### config.mk
export PLATFORM = sky130hd
export DESIGN_NAME = axil_slave_regfile
export DESIGN_NICKNAME = d
export VERILOG_FILES = /design/src/rtl/axil_slave_regfile.sv
export SDC_FILE = /design/constraint.sdc
export NUM_CORES = 1
export LEC_CHECK = 0
export BUFFER_PORTS_ARGS = -buffer_cell sky130_fd_sc_hd__buf_2
export CORE_MARGIN = 5
export CORE_UTILIZATION = 44
export CTS_BUF_LIST = sky130_fd_sc_hd__clkbuf_16
export CTS_CLUSTER_DIAMETER = 200
export DETAILED_ROUTE_END_ITERATION = 10
export PLACE_DENSITY = 0.67
export SYNTH_ARGS = -nofsm -noshare
export SYNTH_HDL_FRONTEND = slang
export SYNTH_SLANG_ARGS = --single-unit
### constraint.sdc
create_clock -name ACLK -period 4.83 [get_ports ACLK]
set_clock_uncertainty 0.1 [all_clocks]
set_input_delay 0.966 -clock ACLK [delete_from_list [all_inputs] [get_ports ACLK]]
set_output_delay 0.966 -clock ACLK [all_outputs]
set_load 0.1 [all_outputs]
### src/rtl/axil_slave_regfile.sv
// -----------------------------------------------------------------------------
// axil_slave_regfile
//
// AXI4-Lite slave register bank. Holds NUM_REGS read/write registers,
// terminates write and read transactions, and exposes the register contents
// plus a one-cycle write strobe to local logic. The write and read paths are
// independent state machines and may both be active in the same cycle.
//
// Optional feature macro: AXIL_REGFILE_SLVERR_EN
//   defined   : out-of-range accesses answer SLVERR (2'b10)
//   undefined : out-of-range accesses answer OKAY (2'b00)
//   In both builds an out-of-range write changes nothing and an out-of-range
//   read returns zero data.
//
// Parameters:
//   ADDR_WIDTH  AXI address width
//   DATA_WIDTH  AXI data width (32 or 64)
//   NUM_REGS    number of registers (power of two, >= 2)
//
// Ports:
//   ACLK, ARESET              clock, synchronous active-high reset
//   AW*/W*/B*                 AXI4-Lite write address / data / response
//   AR*/R*                    AXI4-Lite read address / data
//   regs_flat                 register i at [i*DATA_WIDTH +: DATA_WIDTH]
//   wr_pulse, wr_idx          one-cycle strobe + index of an updated register
//
// Handshake semantics: a transfer on any channel happens on the rising edge
// where both VALID and READY are high. VALID may be dropped before its
// handshake without effect; outputs VALID/data stay stable until accepted.
// -----------------------------------------------------------------------------
module axil_slave_regfile #(
    parameter int ADDR_WIDTH = 32,
    parameter int DATA_WIDTH = 32,
    parameter int NUM_REGS   = 16
) (
    input  logic                           ACLK,
    input  logic                           ARESET,
    input  logic [ADDR_WIDTH-1:0]          AWADDR,
    input  logic                           AWVALID,
    output logic                           AWREADY,
    input  logic [DATA_WIDTH-1:0]          WDATA,
    input  logic                           WVALID,
    output logic                           WREADY,
    output logic [1:0]                     BRESP,
    output logic                           BVALID,
    input  logic                           BREADY,
    input  logic [ADDR_WIDTH-1:0]          ARADDR,
    input  logic                           ARVALID,
    output logic                           ARREADY,
    output logic [DATA_WIDTH-1:0]          RDATA,
    output logic [1:0]                     RRESP,
    output logic                           RVALID,
    input  logic                           RREADY,
    output logic [NUM_REGS*DATA_WIDTH-1:0] regs_flat,
    output logic                           wr_pulse,
    output logic [$clog2(NUM_REGS)-1:0]    wr_idx
);

    localparam int ADDR_LSB = $clog2(DATA_WIDTH / 8);
    localparam int IDX_W    = $clog2(NUM_REGS);

    // One extra bit so the limit itself is representable for any ADDR_WIDTH.
    localparam logic [ADDR_WIDTH:0] RANGE_END =
        (ADDR_WIDTH + 1)'(NUM_REGS * (DATA_WIDTH / 8));

    localparam logic [1:0] RESP_OKAY = 2'b00;
`ifdef AXIL_REGFILE_SLVERR_EN
    localparam logic [1:0] RESP_OOR  = 2'b10;
`else
    localparam logic [1:0] RESP_OOR  = 2'b00;
`endif

    typedef enum logic {
        W_COLLECT = 1'b0,
        W_RESP    = 1'b1
    } w_state_e;

    typedef enum logic {
        R_IDLE = 1'b0,
        R_DATA = 1'b1
    } r_state_e;

    function automatic logic addr_in_range(input logic [ADDR_WIDTH-1:0] a);
        return ({1'b0, a} < RANGE_END);
    endfunction

    function automatic logic [IDX_W-1:0] addr_idx(input logic [ADDR_WIDTH-1:0] a);
        return a[ADDR_LSB +: IDX_W];
    endfunction

    // ---------------------------------------------------------------- state
    w_state_e                w_state_q, w_state_d;
    r_state_e                r_state_q, r_state_d;

    logic                    awready_q, awready_d;
    logic                    wready_q,  wready_d;
    logic                    aw_cap_q,  aw_cap_d;
    logic                    w_cap_q,   w_cap_d;
    logic [ADDR_WIDTH-1:0]   awaddr_q,  awaddr_d;
    logic [DATA_WIDTH-1:0]   wdata_q,   wdata_d;
    logic                    bvalid_q,  bvalid_d;
    logic [1:0]              bresp_q,   bresp_d;
    logic                    wr_pulse_q, wr_pulse_d;
    logic [IDX_W-1:0]        wr_idx_q,  wr_idx_d;

    logic                    arready_q, arready_d;
    logic                    rvalid_q,  rvalid_d;
    logic [1:0]              rresp_q,   rresp_d;
    logic [DATA_WIDTH-1:0]   rdata_q,   rdata_d;

    logic [DATA_WIDTH-1:0]   regs_q [NUM_REGS];
    logic [DATA_WIDTH-1:0]   regs_d [NUM_REGS];

    // ---------------------------------------------------------------- write path
    logic                    aw_hs;
    logic                    w_hs;
    logic [ADDR_WIDTH-1:0]   commit_addr;
    logic [DATA_WIDTH-1:0]   commit_data;

    assign aw_hs = AWVALID && awready_q;
    assign w_hs  = WVALID  && wready_q;

    // Whichever half arrives last is taken straight from the bus; the earlier
    // half comes from its capture register.
    assign commit_addr = aw_cap_q ? awaddr_q : AWADDR;
    assign commit_data = w_cap_q  ? wdata_q  : WDATA;

    always_comb begin
        w_state_d  = w_state_q;
        awready_d  = awready_q;
        wready_d   = wready_q;
        aw_cap_d   = aw_cap_q;
        w_cap_d    = w_cap_q;
        awaddr_d   = awaddr_q;
        wdata_d    = wdata_q;
        bvalid_d   = bvalid_q;
        bresp_d    = bresp_q;
        wr_pulse_d = 1'b0;
        wr_idx_d   = wr_idx_q;
        regs_d     = regs_q;

        case (w_state_q)
            W_COLLECT: begin
                if (aw_hs) begin
                    awaddr_d  = AWADDR;
                    aw_cap_d  = 1'b1;
                    awready_d = 1'b0;
                end
                if (w_hs) begin
                    wdata_d  = WDATA;
                    w_cap_d  = 1'b1;
                    wready_d = 1'b0;
                end
                if ((aw_cap_q || aw_hs) && (w_cap_q || w_hs)) begin
                    if (addr_in_range(commit_addr)) begin
                        regs_d[addr_idx(commit_addr)] = commit_data;
                        wr_pulse_d = 1'b1;
                        wr_idx_d   = addr_idx(commit_addr);
                        bresp_d    = RESP_OKAY;
                    end else begin
                        bresp_d    = RESP_OOR;
                    end
                    bvalid_d  = 1'b1;
                    aw_cap_d  = 1'b0;
                    w_cap_d   = 1'b0;
                    awready_d = 1'b0;
                    wready_d  = 1'b0;
                    w_state_d = W_RESP;
                end
            end
            W_RESP: begin
                // BVALID is always high in this state.
                if (BREADY) begin
                    bvalid_d  = 1'b0;
                    awready_d = 1'b1;
                    wready_d  = 1'b1;
                    w_state_d = W_COLLECT;
                end
            end
            default: begin
                w_state_d = W_COLLECT;
            end
        endcase
    end

    // ---------------------------------------------------------------- read path
    // Reads sample regs_q, so a read on the same edge as a write commit to the
    // same register returns the pre-write value.
    always_comb begin
        r_state_d = r_state_q;
        arready_d = arready_q;
        rvalid_d  = rvalid_q;
        rresp_d   = rresp_q;
        rdata_d   = rdata_q;

        case (r_state_q)
            R_IDLE: begin
                if (ARVALID && arready_q) begin
                    if (addr_in_range(ARADDR)) begin
                        rdata_d = regs_q[addr_idx(ARADDR)];
                        rresp_d = RESP_OKAY;
                    end else begin
                        rdata_d = '0;
                        rresp_d = RESP_OOR;
                    end
                    rvalid_d  = 1'b1;
                    arready_d = 1'b0;
                    r_state_d = R_DATA;
                end
            end
            R_DATA: begin
                if (RREADY) begin
                    rvalid_d  = 1'b0;
                    arready_d = 1'b1;
                    r_state_d = R_IDLE;
                end
            end
            default: begin
                r_state_d = R_IDLE;
            end
        endcase
    end

    // ---------------------------------------------------------------- flops
    always_ff @(posedge ACLK) begin
        if (ARESET) begin
            w_state_q  <= W_COLLECT;
            r_state_q  <= R_IDLE;
            // READY flops reset high so the slave accepts from the first cycle.
            awready_q  <= 1'b1;
            wready_q   <= 1'b1;
            arready_q  <= 1'b1;
            aw_cap_q   <= 1'b0;
            w_cap_q    <= 1'b0;
            awaddr_q   <= '0;
            wdata_q    <= '0;
            bvalid_q   <= 1'b0;
            bresp_q    <= 2'b00;
            wr_pulse_q <= 1'b0;
            wr_idx_q   <= '0;
            rvalid_q   <= 1'b0;
            rresp_q    <= 2'b00;
            rdata_q    <= '0;
            for (int i = 0; i < NUM_REGS; i++) begin
                regs_q[i] <= '0;
            end
        end else begin
            w_state_q  <= w_state_d;
            r_state_q  <= r_state_d;
            awready_q  <= awready_d;
            wready_q   <= wready_d;
            arready_q  <= arready_d;
            aw_cap_q   <= aw_cap_d;
            w_cap_q    <= w_cap_d;
            awaddr_q   <= awaddr_d;
            wdata_q    <= wdata_d;
            bvalid_q   <= bvalid_d;
            bresp_q    <= bresp_d;
            wr_pulse_q <= wr_pulse_d;
            wr_idx_q   <= wr_idx_d;
            rvalid_q   <= rvalid_d;
            rresp_q    <= rresp_d;
            rdata_q    <= rdata_d;
            for (int i = 0; i < NUM_REGS; i++) begin
                regs_q[i] <= regs_d[i];
            end
        end
    end

    // ---------------------------------------------------------------- outputs
    assign AWREADY  = awready_q;
    assign WREADY   = wready_q;
    assign BVALID   = bvalid_q;
    assign BRESP    = bresp_q;
    assign ARREADY  = arready_q;
    assign RVALID   = rvalid_q;
    assign RRESP    = rresp_q;
    assign RDATA    = rdata_q;
    assign wr_pulse = wr_pulse_q;
    assign wr_idx   = wr_idx_q;

    for (genvar g = 0; g < NUM_REGS; g++) begin : g_flat
        assign regs_flat[g*DATA_WIDTH +: DATA_WIDTH] = regs_q[g];
    end

endmodule

==> flow_summary.json <==
{
  "ys_seq_area_frac": 0.441,
  "drc": 0,
  "post-route-min-period_ns": 3.29,
  "worstMarginPinSlew_ns": 1.11,
  "rsz0062_at_grt": "no",
  "pre_cts_slack_ns": 0.926,
  "routedWlPerCell_um": 25.3,
  "vias": 21800,
  "cts_tree": "built",
  "pwr_density_cell_mw_per_mm2": 323,
  "ioPinCount": 661,
  "irDropWorstVdd_uv": 261,
  "root_buffer": "clkbuf_16",
  "worstHoldPathType": "register to register",
  "fin_area_sq_mm": 0.0338,
  "maxCapViolCount": 0,
  "reg2reg_depth": 6,
  "portBuffers": 652,
  "synth.cell_area_sq_mm": 0.0282,
  "first_pass_iters": 5,
  "grt_max_degree": 266,
  "globalRoute.totalOverflow": 0,
  "async_flop_share": 0,
  "hold_buffers": 0,
  "insertion_delay_ns": 0.59,
  "synth_warnings": 0,
  "layout.nets": 3147,
  "synth_compound_area_frac": 0.0463,
  "syn_area_per_cell_sq_um": 11.1,
  "post_cts_buffers": 0,
  "drtAntennaViolNets": 0,
  "yosys.area_share.simple": 0.168,
  "finalSetupViolCount": 0,
  "synth_enable_flop_cells": 0,
  "wirelength_um": 99800,
  "dp_hpwl_um": 71200,
  "crit_path_end_kind": "register",
  "syn_inst": 2535,
  "status": "complete, no violations",
  "dp_cells": 3817,
  "start_util": 0.445,
  "synth_fa_ha_area_frac": 0,
  "tns_ns": 0,
  "layout_common_cells": "buf_2 (649), dfxtp_1 (619), mux2i_1 (545)",
  "cp-start-kind": "register",
  "grt_pass1_wl_um": 147000,
  "fillers": 5553,
  "synth_top_family_by_area": "multiplexers",
  "die_h_um": 263,
  "cts.sinks": 620,
  "synthToLayoutAreaGrowth_pct": 19.9,
  "dr_wl_met2_um": 45000,
  "synth_mux_area_frac": 0.296,
  "grt_pass1_vias": 21800,
  "die_w_um": 263,
  "clk_pin_slew_ns": 0.06,
  "final_common_cell": "buf_2",
  "setup_slack_ns": 1.54,
  "cts_resized": 0,
  "track_usage": 0.274,
  "coreArea_sq_mm": 0.0632,
  "max_freq_mhz": 304,
  "cts_buffers": 71,
  "first_iter_violations": 1821,
  "crit_fanout": 18,
  "synth_seq_cells": 620,
  "leakagePower_nw": 17.6,
  "ys.flop_type": "dfxtp_1",
  "finalPower_w": 0.0109,
  "highest_layer": "met5",
  "max-slew-margin-rel": 0.256,
  "synth_cell_type_count": 42,
  "rows": 92,
  "fin_crit_sh": 0.681,
  "yosys.area_share.xor_xnor": 0,
  "met3_length_um": 8070,
  "wl_met1_um": 42100,
  "antenna_found_initial": 12,
  "viasPerCell": 5.54,
  "worstPathRequired_ns": 5.18,
  "die-area_sq_mm": 0.0691,
  "min_path_cells": 2,
  "drive_above_1_share": 0.313,
  "clockBufferDepth": 3,
  "slew_violations": 0,
  "critPathKind": "register to register",
  "hold_viol": 0,
  "crit_arrival_ns": 3.64,
  "place_area_sq_mm": 0.0317,
  "multiInputGateArea_sq_mm": 0.0144,
  "finalWeightedCongestion": 0.893,
  "register_area_sq_mm": 0.0124,
  "final_cells": 3946,
  "htree_levels": 3
}
[synthesized netlist by cell type, drive strengths merged, types with 9 or more instances]
cell / number / share of area
dfxtp: 620 / 0.44
mux2i: 545 / 0.19
nand2b: 518 / 0.12
clkbuf: 177 / 0.024
nand2: 164 / 0.022
mux4: 128 / 0.10
buf: 82 / 0.024
a21oi: 75 / 0.013
a22oi: 62 / 0.017
a22o: 32 / 0.010
or2: 32 / 0.0071
nand4: 20 / 0.013
nor2: 11 / 0.0015
nor4: 11 / 0.0024
nor3: 9 / 0.0018
[critical path, cell delays in order (launching register included)]
cell	delay, ns
dfxtp_1	0.53
or4b_1	0.47
o22ai_1	0.18
o211a_1	0.68
nand4_4	0.63
buf_12	0.39
mux2i_1	0.15
[power by group]
part / internal (W) / switching (W) / leakage, nW
sequential: 0.00516 / 0.0000297 / 5.00
clock: 0.00280 / 0.00215 / 1.10
combinational: 0.000260 / 0.000515 / 11.5
total: 0.00823 / 0.00269 / 17.6
[per-layer routing]
metal	GRT usage	vias up
met5	0	-
met4	0.111	14
met3	0.0754	220
met2	0.429	884
met1	0.362	10900
li1	-	9832
[kinds of logic (layout without fill, tap and decap cells)]
family,Yosys count,in the layout
other,1,8
buffers and inverters,265,823
and+or+nand+nor,787,787
AOI/OAI and AO/OA,189,189
muxes,673,673
DFF,620,620
[final cells by class]
type	count	area share
diodes	4	0.000296
clock buffers	72	0.0534
clock inverters	53	0.00889
inverters	6	0.000667
multi-input cells	1653	0.428
flip-flops and latches	620	0.368
well taps	846	0.0314
repair buffers	692	0.110
[per-stage QoR]
stage	hold WS, ns	utilization
5_1_grt	0.365	0.534
3_5_place_dp	0.343	0.501
3_3_place_gp	0.338	0.501
4_1_cts	0.351	0.534
2_1_floorplan	0.331	-
6_report	0.349	0.534
[final timing paths]
path / startpoint / to / slack (ns)
max: aw_cap_q / regs_flat[267] / 1.54
min: awaddr_q[27] / awaddr_q[27] / 0.35
max reg2reg: aw_cap_q / regs_flat[267] / 1.54
min reg2reg: awaddr_q[27] / awaddr_q[27] / 0.35
[state kept, by name, summed over array words and instances (netlist names), 4 cells and up]
| signal | flops |
|---|---|
| wr_idx | 4 |
| regs_flat | 512 |
| RDATA | 32 |
| wdata_q | 32 |
| awaddr_q | 30 |
No activity file was read; power rests on OpenSTA's default activity.
